$ cat src/rtl/seg7_pkg.sv
// Shared constants and types for the 7-segment scan decoder: active-low glyph
// patterns {g,f,e,d,c,b,a}, FSM state type and digit count.
package seg7_pkg;

    localparam int unsigned DIGITS = 4;

    localparam logic [6:0] SEG_0     = 7'h40;
    localparam logic [6:0] SEG_1     = 7'h79;
    localparam logic [6:0] SEG_2     = 7'h24;
    localparam logic [6:0] SEG_3     = 7'h30;
    localparam logic [6:0] SEG_4     = 7'h19;
    localparam logic [6:0] SEG_5     = 7'h12;
    localparam logic [6:0] SEG_6     = 7'h02;
    localparam logic [6:0] SEG_7     = 7'h78;
    localparam logic [6:0] SEG_8     = 7'h00;
    localparam logic [6:0] SEG_9     = 7'h10;
    localparam logic [6:0] SEG_A     = 7'h08;
    localparam logic [6:0] SEG_B     = 7'h03;
    localparam logic [6:0] SEG_C     = 7'h46;
    localparam logic [6:0] SEG_D     = 7'h21;
    localparam logic [6:0] SEG_E     = 7'h06;
    localparam logic [6:0] SEG_F     = 7'h0E;
    localparam logic [6:0] SEG_BLANK = 7'h7F;

    typedef enum logic [1:0] {IDLE, SETTLE, CAPTURE, HOLD} state_e;

endpackage

$ cat src/rtl/seg7_glyph_decode.sv
// Combinational active-low segment pattern to hex nibble decoder with blank
// and unrecognised-glyph flags.
module seg7_glyph_decode
    import seg7_pkg::*;
(
    input  logic [6:0] seg_i,
    output logic [3:0] nibble_o,
    output logic       blank_o,
    output logic       err_o
);

    always_comb begin
        nibble_o = 4'hF;
        blank_o  = 1'b0;
        err_o    = 1'b0;
        case (seg_i)
            SEG_0:     nibble_o = 4'h0;
            SEG_1:     nibble_o = 4'h1;
            SEG_2:     nibble_o = 4'h2;
            SEG_3:     nibble_o = 4'h3;
            SEG_4:     nibble_o = 4'h4;
            SEG_5:     nibble_o = 4'h5;
            SEG_6:     nibble_o = 4'h6;
            SEG_7:     nibble_o = 4'h7;
            SEG_8:     nibble_o = 4'h8;
            SEG_9:     nibble_o = 4'h9;
            SEG_A:     nibble_o = 4'hA;
            SEG_B:     nibble_o = 4'hB;
            SEG_C:     nibble_o = 4'hC;
            SEG_D:     nibble_o = 4'hD;
            SEG_E:     nibble_o = 4'hE;
            SEG_F:     nibble_o = 4'hF;
            SEG_BLANK: begin
                nibble_o = 4'h0;
                blank_o  = 1'b1;
            end
            default:   err_o = 1'b1;
        endcase
    end

endmodule

$ cat src/rtl/seg7_scan_decoder.sv
// Passive monitor of a multiplexed 7-segment scan bus; rebuilds the four digits.
// Define SEG7_SCAN_TIMEOUT_EN to build the stall timeout counter.
module seg7_scan_decoder
    import seg7_pkg::*;
#(
    parameter int unsigned SETTLE_CYCLES  = 4,
    parameter int unsigned TIMEOUT_CYCLES = 1000000
) (
    input  logic        CLK,
    input  logic        RESET,
    input  logic [3:0]  an,
    input  logic [6:0]  seg,
    output logic [15:0] digits,
    output logic [3:0]  blank,
    output logic        frame_valid,
    output logic        glyph_err,
    output logic        an_err,
    output logic        stalled
);

    localparam logic [7:0] SettleMax = 8'(SETTLE_CYCLES);

    logic [3:0]  an_s1_q, an_s2_q;
    logic [6:0]  seg_s1_q, seg_s2_q;
    logic [7:0]  cnt_q, cnt_d;
    state_e      state_q, state_d;
    logic [15:0] stage_nib_q, stage_nib_d;
    logic [3:0]  stage_blank_q, stage_blank_d;
    logic [3:0]  mask_q, mask_d;
    logic [15:0] digits_q, digits_d;
    logic [3:0]  blank_q, blank_d;
    logic        fv_q, fv_d;
    logic        glyph_err_q, glyph_err_d;
    logic        an_err_q, an_err_d;
    logic        bus_change, an_valid;
    logic [1:0]  pos;
    logic [3:0]  dec_nib;
    logic        dec_blank, dec_err;

    always_ff @(posedge CLK or negedge RESET) begin
        if (!RESET) begin
            an_s1_q  <= 4'hF;
            an_s2_q  <= 4'hF;
            seg_s1_q <= 7'h7F;
            seg_s2_q <= 7'h7F;
        end else begin
            an_s1_q  <= an;
            an_s2_q  <= an_s1_q;
            seg_s1_q <= seg;
            seg_s2_q <= seg_s1_q;
        end
    end

    // The synced bus changes next cycle exactly when stage 1 differs from stage 2.
    assign bus_change = {an_s1_q, seg_s1_q} != {an_s2_q, seg_s2_q};

    always_comb begin
        if (bus_change) begin
            cnt_d = 8'd0;
        end else if (cnt_q == SettleMax) begin
            cnt_d = cnt_q;
        end else begin
            cnt_d = cnt_q + 8'd1;
        end
    end

    always_comb begin
        an_valid = 1'b1;
        pos      = 2'd0;
        case (an_s2_q)
            4'b1110: pos = 2'd0;
            4'b1101: pos = 2'd1;
            4'b1011: pos = 2'd2;
            4'b0111: pos = 2'd3;
            default: an_valid = 1'b0;
        endcase
    end

    always_comb begin
        state_d = state_q;
        case (state_q)
            IDLE: begin
                if (an_s2_q != 4'hF) begin
                    state_d = (cnt_d == SettleMax) ? CAPTURE : SETTLE;
                end
            end
            SETTLE: begin
                if (an_s2_q == 4'hF) begin
                    state_d = IDLE;
                end else if (cnt_d == SettleMax) begin
                    state_d = CAPTURE;
                end
            end
            CAPTURE, HOLD: begin
                if (bus_change) begin
                    state_d = (an_s1_q == 4'hF) ? IDLE : SETTLE;
                end else begin
                    state_d = HOLD;
                end
            end
            default: state_d = IDLE;
        endcase
    end

    seg7_glyph_decode u_glyph_decode (
        .seg_i    (seg_s2_q),
        .nibble_o (dec_nib),
        .blank_o  (dec_blank),
        .err_o    (dec_err)
    );

    always_comb begin
        stage_nib_d   = stage_nib_q;
        stage_blank_d = stage_blank_q;
        mask_d        = mask_q;
        digits_d      = digits_q;
        blank_d       = blank_q;
        fv_d          = 1'b0;
        glyph_err_d   = glyph_err_q;
        an_err_d      = an_err_q;
        if (mask_q == 4'hF) begin
            digits_d = stage_nib_q;
            blank_d  = stage_blank_q;
            fv_d     = 1'b1;
            mask_d   = 4'h0;
        end
        if (state_q == CAPTURE) begin
            if (!an_valid) begin
                an_err_d = 1'b1;
            end else begin
                stage_nib_d[{pos, 2'b00} +: 4] = dec_nib;
                stage_blank_d[pos]             = dec_blank;
                mask_d[pos]                    = 1'b1;
                glyph_err_d                    = glyph_err_q | dec_err;
            end
        end
    end

    always_ff @(posedge CLK or negedge RESET) begin
        if (!RESET) begin
            cnt_q         <= 8'd0;
            state_q       <= IDLE;
            stage_nib_q   <= 16'h0;
            stage_blank_q <= 4'h0;
            mask_q        <= 4'h0;
            digits_q      <= 16'h0;
            blank_q       <= 4'hF;
            fv_q          <= 1'b0;
            glyph_err_q   <= 1'b0;
            an_err_q      <= 1'b0;
        end else begin
            cnt_q         <= cnt_d;
            state_q       <= state_d;
            stage_nib_q   <= stage_nib_d;
            stage_blank_q <= stage_blank_d;
            mask_q        <= mask_d;
            digits_q      <= digits_d;
            blank_q       <= blank_d;
            fv_q          <= fv_d;
            glyph_err_q   <= glyph_err_d;
            an_err_q      <= an_err_d;
        end
    end

    assign digits      = digits_q;
    assign blank       = blank_q;
    assign frame_valid = fv_q;
    assign glyph_err   = glyph_err_q;
    assign an_err      = an_err_q;

`ifdef SEG7_SCAN_TIMEOUT_EN
    localparam int unsigned TmoW = $clog2(TIMEOUT_CYCLES + 1);
    localparam logic [TmoW-1:0] TmoMax = TmoW'(TIMEOUT_CYCLES);
    localparam logic [TmoW-1:0] TmoOne = TmoW'(1);

    logic [TmoW-1:0] tmo_q, tmo_d;

    always_comb begin
        if (state_q == CAPTURE) begin
            tmo_d = '0;
        end else if (tmo_q == TmoMax) begin
            tmo_d = tmo_q;
        end else begin
            tmo_d = tmo_q + TmoOne;
        end
    end

    always_ff @(posedge CLK or negedge RESET) begin
        if (!RESET) begin
            tmo_q <= '0;
        end else begin
            tmo_q <= tmo_d;
        end
    end

    assign stalled = (tmo_q == TmoMax);
`else
    assign stalled = 1'b0;
`endif

endmodule
$ cat config.mk
export PLATFORM = sky130hd
export DESIGN_NAME = seg7_scan_decoder
export DESIGN_NICKNAME = d
export VERILOG_FILES = /design/src/rtl/seg7_pkg.sv /design/src/rtl/seg7_glyph_decode.sv /design/src/rtl/seg7_scan_decoder.sv
export SDC_FILE = /design/constraint.sdc
export NUM_CORES = 1
export LEC_CHECK = 0
export CORE_MARGIN = 2
export CORE_UTILIZATION = 55
export DETAILED_ROUTE_END_ITERATION = 10
export PLACE_DENSITY_LB_ADDON = 0.08
export SLEW_MARGIN = 20
export SYNTH_ARGS = -nofsm -noshare
export SYNTH_HDL_FRONTEND = slang
export SYNTH_SLANG_ARGS = --single-unit
$ cat constraint.sdc
create_clock -name CLK -period 7.3 [get_ports CLK]
set_clock_uncertainty 0.15 [all_clocks]
set_input_delay 1.095 -clock CLK [delete_from_list [all_inputs] [get_ports CLK]]
set_output_delay 1.095 -clock CLK [all_outputs]
set_load 0.1 [all_outputs]
==> impl_metrics.json <==
{
  "outcome": "complete, no violations",
  "gr-total-overflow": 0,
  "period_minus_slack_ns": 3.24,
  "arrival_ns": 2.00,
  "critical_path_buf_inv_count": 1,
  "ctsHoldBuffers": 0,
  "yosysTopAreaCellShare_pct": 37.4,
  "worstSkewPairLatency_ns": 0.35,
  "rsz0062_at_grt": "false",
  "syn_area_per_cell_um2": 10.3,
  "cts.path.max_buffers": 2,
  "yosysWarnings": 0,
  "grt_max_degree": 80,
  "postLayoutCoreUtil_pct": 66.8,
  "slowest_stage": "clkdlybuf4s50_1",
  "area_delta_synth_final_pct": 18.2,
  "final_area_mm2": 0.00419,
  "final_cells": 458,
  "cts_resized": 0,
  "syn-cell-area_mm2": 0.00355,
  "detail-route-antenna-nets": 0,
  "drt_first_pass_iters": 4,
  "final_nets": 398,
  "drive_gt1_share_pct": 14.4,
  "grt_pass1_wl_mm": 11.0,
  "placed_area_mm2": 0.00393,
  "die_area_mm2": 0.00711,
  "end_kind": "output port",
  "tns_ns": 0,
  "power_leakage_nw": 1.90,
  "nFillCells": 504,
  "grt_pass1_vias": 2478,
  "post-dp-hpwl_mm": 4.36,
  "clockRootBuffer": "clkbuf_8",
  "async_flop_share_pct": 100,
  "total_power_uw": 900,
  "required_ns": 6.05,
  "hp-class": "reg -> reg",
  "worstPathCellList": "clkdlybuf4s50_1",
  "grt_use_total_pct": 19.5,
  "clock_sinks": 79,
  "core-area_mm2": 0.00628,
  "synth_area_leaders": "dfrtp_1, dfstp_2, nand2_1",
  "antenna_found_initial": 0,
  "synth_enable_flop_cells": 0,
  "fin_crit_sh_pct": 44.4,
  "setup_viol": 0,
  "cts_tree": "built",
  "routed-via-count": 2545,
  "synth_cell_type_count": 56,
  "cts_max_level": 3,
  "path_clk_slew_ns": 0.08,
  "rows": 29,
  "die_h_um": 84.3,
  "routedWlPerCell_um": 13.9,
  "dp_cells": 442,
  "portBuffers": 35,
  "totalWireLength_mm": 6.36,
  "viasPerCell": 5.56,
  "yosysSeqAreaShare_pct": 56.6,
  "tightest_slew_ns": 0.969,
  "gp_congestion": 0.871,
  "antenna_cells": 0,
  "synth_most_common_cell": "nand2_1",
  "drt_iter0_drc": 102,
  "final-hold-violation-count": 0,
  "die_w_um": 84.3,
  "ys_ff_latch": 79,
  "cp_top_family": "buffers and inverters",
  "cts_buffers": 9,
  "critPathKind": "reg -> out",
  "synthCells": 343,
  "powerDensity_mw_per_mm2": 215,
  "synth-main-ff-cell": "dfrtp_1",
  "synth.largest_area_cell": "dfrtp_1",
  "drc": 0,
  "fmax_mhz": 309,
  "cts_setup_buffers": 0,
  "worstPathMaxFanout": 2,
  "drv_slew": 0,
  "synth_fp_nets": 365,
  "synthTopCellsByCount": "nand2_1, dfrtp_1, dfstp_2, xor2_1",
  "initial_core_util_pct": 56.5,
  "max-vdd-ir-drop_v": 0.000125,
  "slew-limit-headroom_pct": 35.2,
  "max_cap_viol_count": 0,
  "slowest_delay_ns": 1.12,
  "pin_count": 37,
  "cp-start-kind": "flop"
}
[sequential cells by signal (all words and copies together) (netlist names)]
name / flops
an_err: 1
an_s1_q: 4
an_s2_q: 4
blank: 4
cnt_q: 8
digits: 16
frame_valid: 1
glyph_err: 1
mask_q: 4
seg_s1_q: 7
seg_s2_q: 7
stage_blank_q: 4
stage_nib_q: 16
state_q: 2
[stage by stage]
stage / setup WS [ns] / hold slack (ns)
finish: 4.06 / 0.220
global route: 4.01 / 0.226
CTS: 4.04 / 0.216
detailed placement: 4.43 / 0.213
global placement: 4.43 / 0.212
floorplan: 4.96 / 0.210
[cells by family (layout without fill, tap and decap cells)]
group           Yosys count  after routing  synth area share [%]
compound gates           44             44                  9.00
mux                       5              5                  1.55
xor+xnor                 23             23                  5.68
buf+inv                  21             59                  2.54
fa+ha+maj                 9              9                  3.17
simple gates            161            161                  21.3
flops                    79             79                  56.6
other cells               1              1                 0.106
[worst paths after layout]
kind	startpoint	endpoint	slack, ns	cells after the start
setup / recovery	blank[2]	blank[2]	4.06	1
hold / removal	seg_s1_q[4]	seg_s2_q[4]	0.22	0
setup reg to reg	seg_s2_q[5]	stage_nib_q[4]	4.69	5
hold reg to reg	seg_s1_q[4]	seg_s2_q[4]	0.22	0
max in group asynchronous	RESET	state_q[1]	5.68	1
min in group asynchronous	RESET	glyph_err	0.74	1
[area by class of cell]
cell class | count | area, µm² | area share, %
inverter | 8 | 30.0 | 0.716
clock inverter | 5 | 104 | 2.48
tap | 77 | 96.3 | 2.30
multi-input combinational | 243 | 1450 | 34.7
timing repair buffer | 35 | 348 | 8.30
sequential | 79 | 2010 | 47.9
clock buffer | 11 | 151 | 3.61
[routing by layer]
layer  vias up  track usage, %  routed length (µm)
li1       1250               -                   -
met5         -               0                   0
met3        15            4.23                 296
met1      1211            23.4                2790
met2        69            33.2                3120
met4         0            9.97                 147
[worst reg2reg max path: stages (launching register included)]
cell and delay (ns):
dfstp_2 0.67, or3b_2 0.49, nor4_1 0.42, a211oi_2 0.20, a32o_1 0.34, a22o_1 0.22
[power breakdown]
group / leakage (nW) / internal (mW) / switching, mW
Clock: 0.130 / 0.246 / 0.153
Combinational: 0.761 / 0.0166 / 0.0243
Sequential: 1.01 / 0.449 / 0.0116
Total: 1.90 / 0.712 / 0.188
[layout by cell type, fill, tap and decap left out, types with 3 or more instances in the layout]
| cell type | instances |
|---|---|
| clkdlybuf4s50_1 | 34 |
| clkbuf_8 | 11 |
| nor2_1 | 15 |
| mux2_2 | 4 |
| nor4_1 | 4 |
| dfstp_2 | 26 |
| inv_1 | 8 |
| nand3_1 | 15 |
| o22ai_1 | 3 |
| xor2_1 | 16 |
| a22o_1 | 8 |
| nand2_1 | 87 |
| dfrtp_1 | 53 |
| bufinv_16 | 3 |
| or3_1 | 6 |
| xnor2_1 | 7 |
| a21oi_1 | 3 |
| o21ai_0 | 10 |
| ha_1 | 9 |
| nand4_1 | 5 |
| nor3_1 | 10 |
No activity file was read; power rests on OpenSTA's default activity.
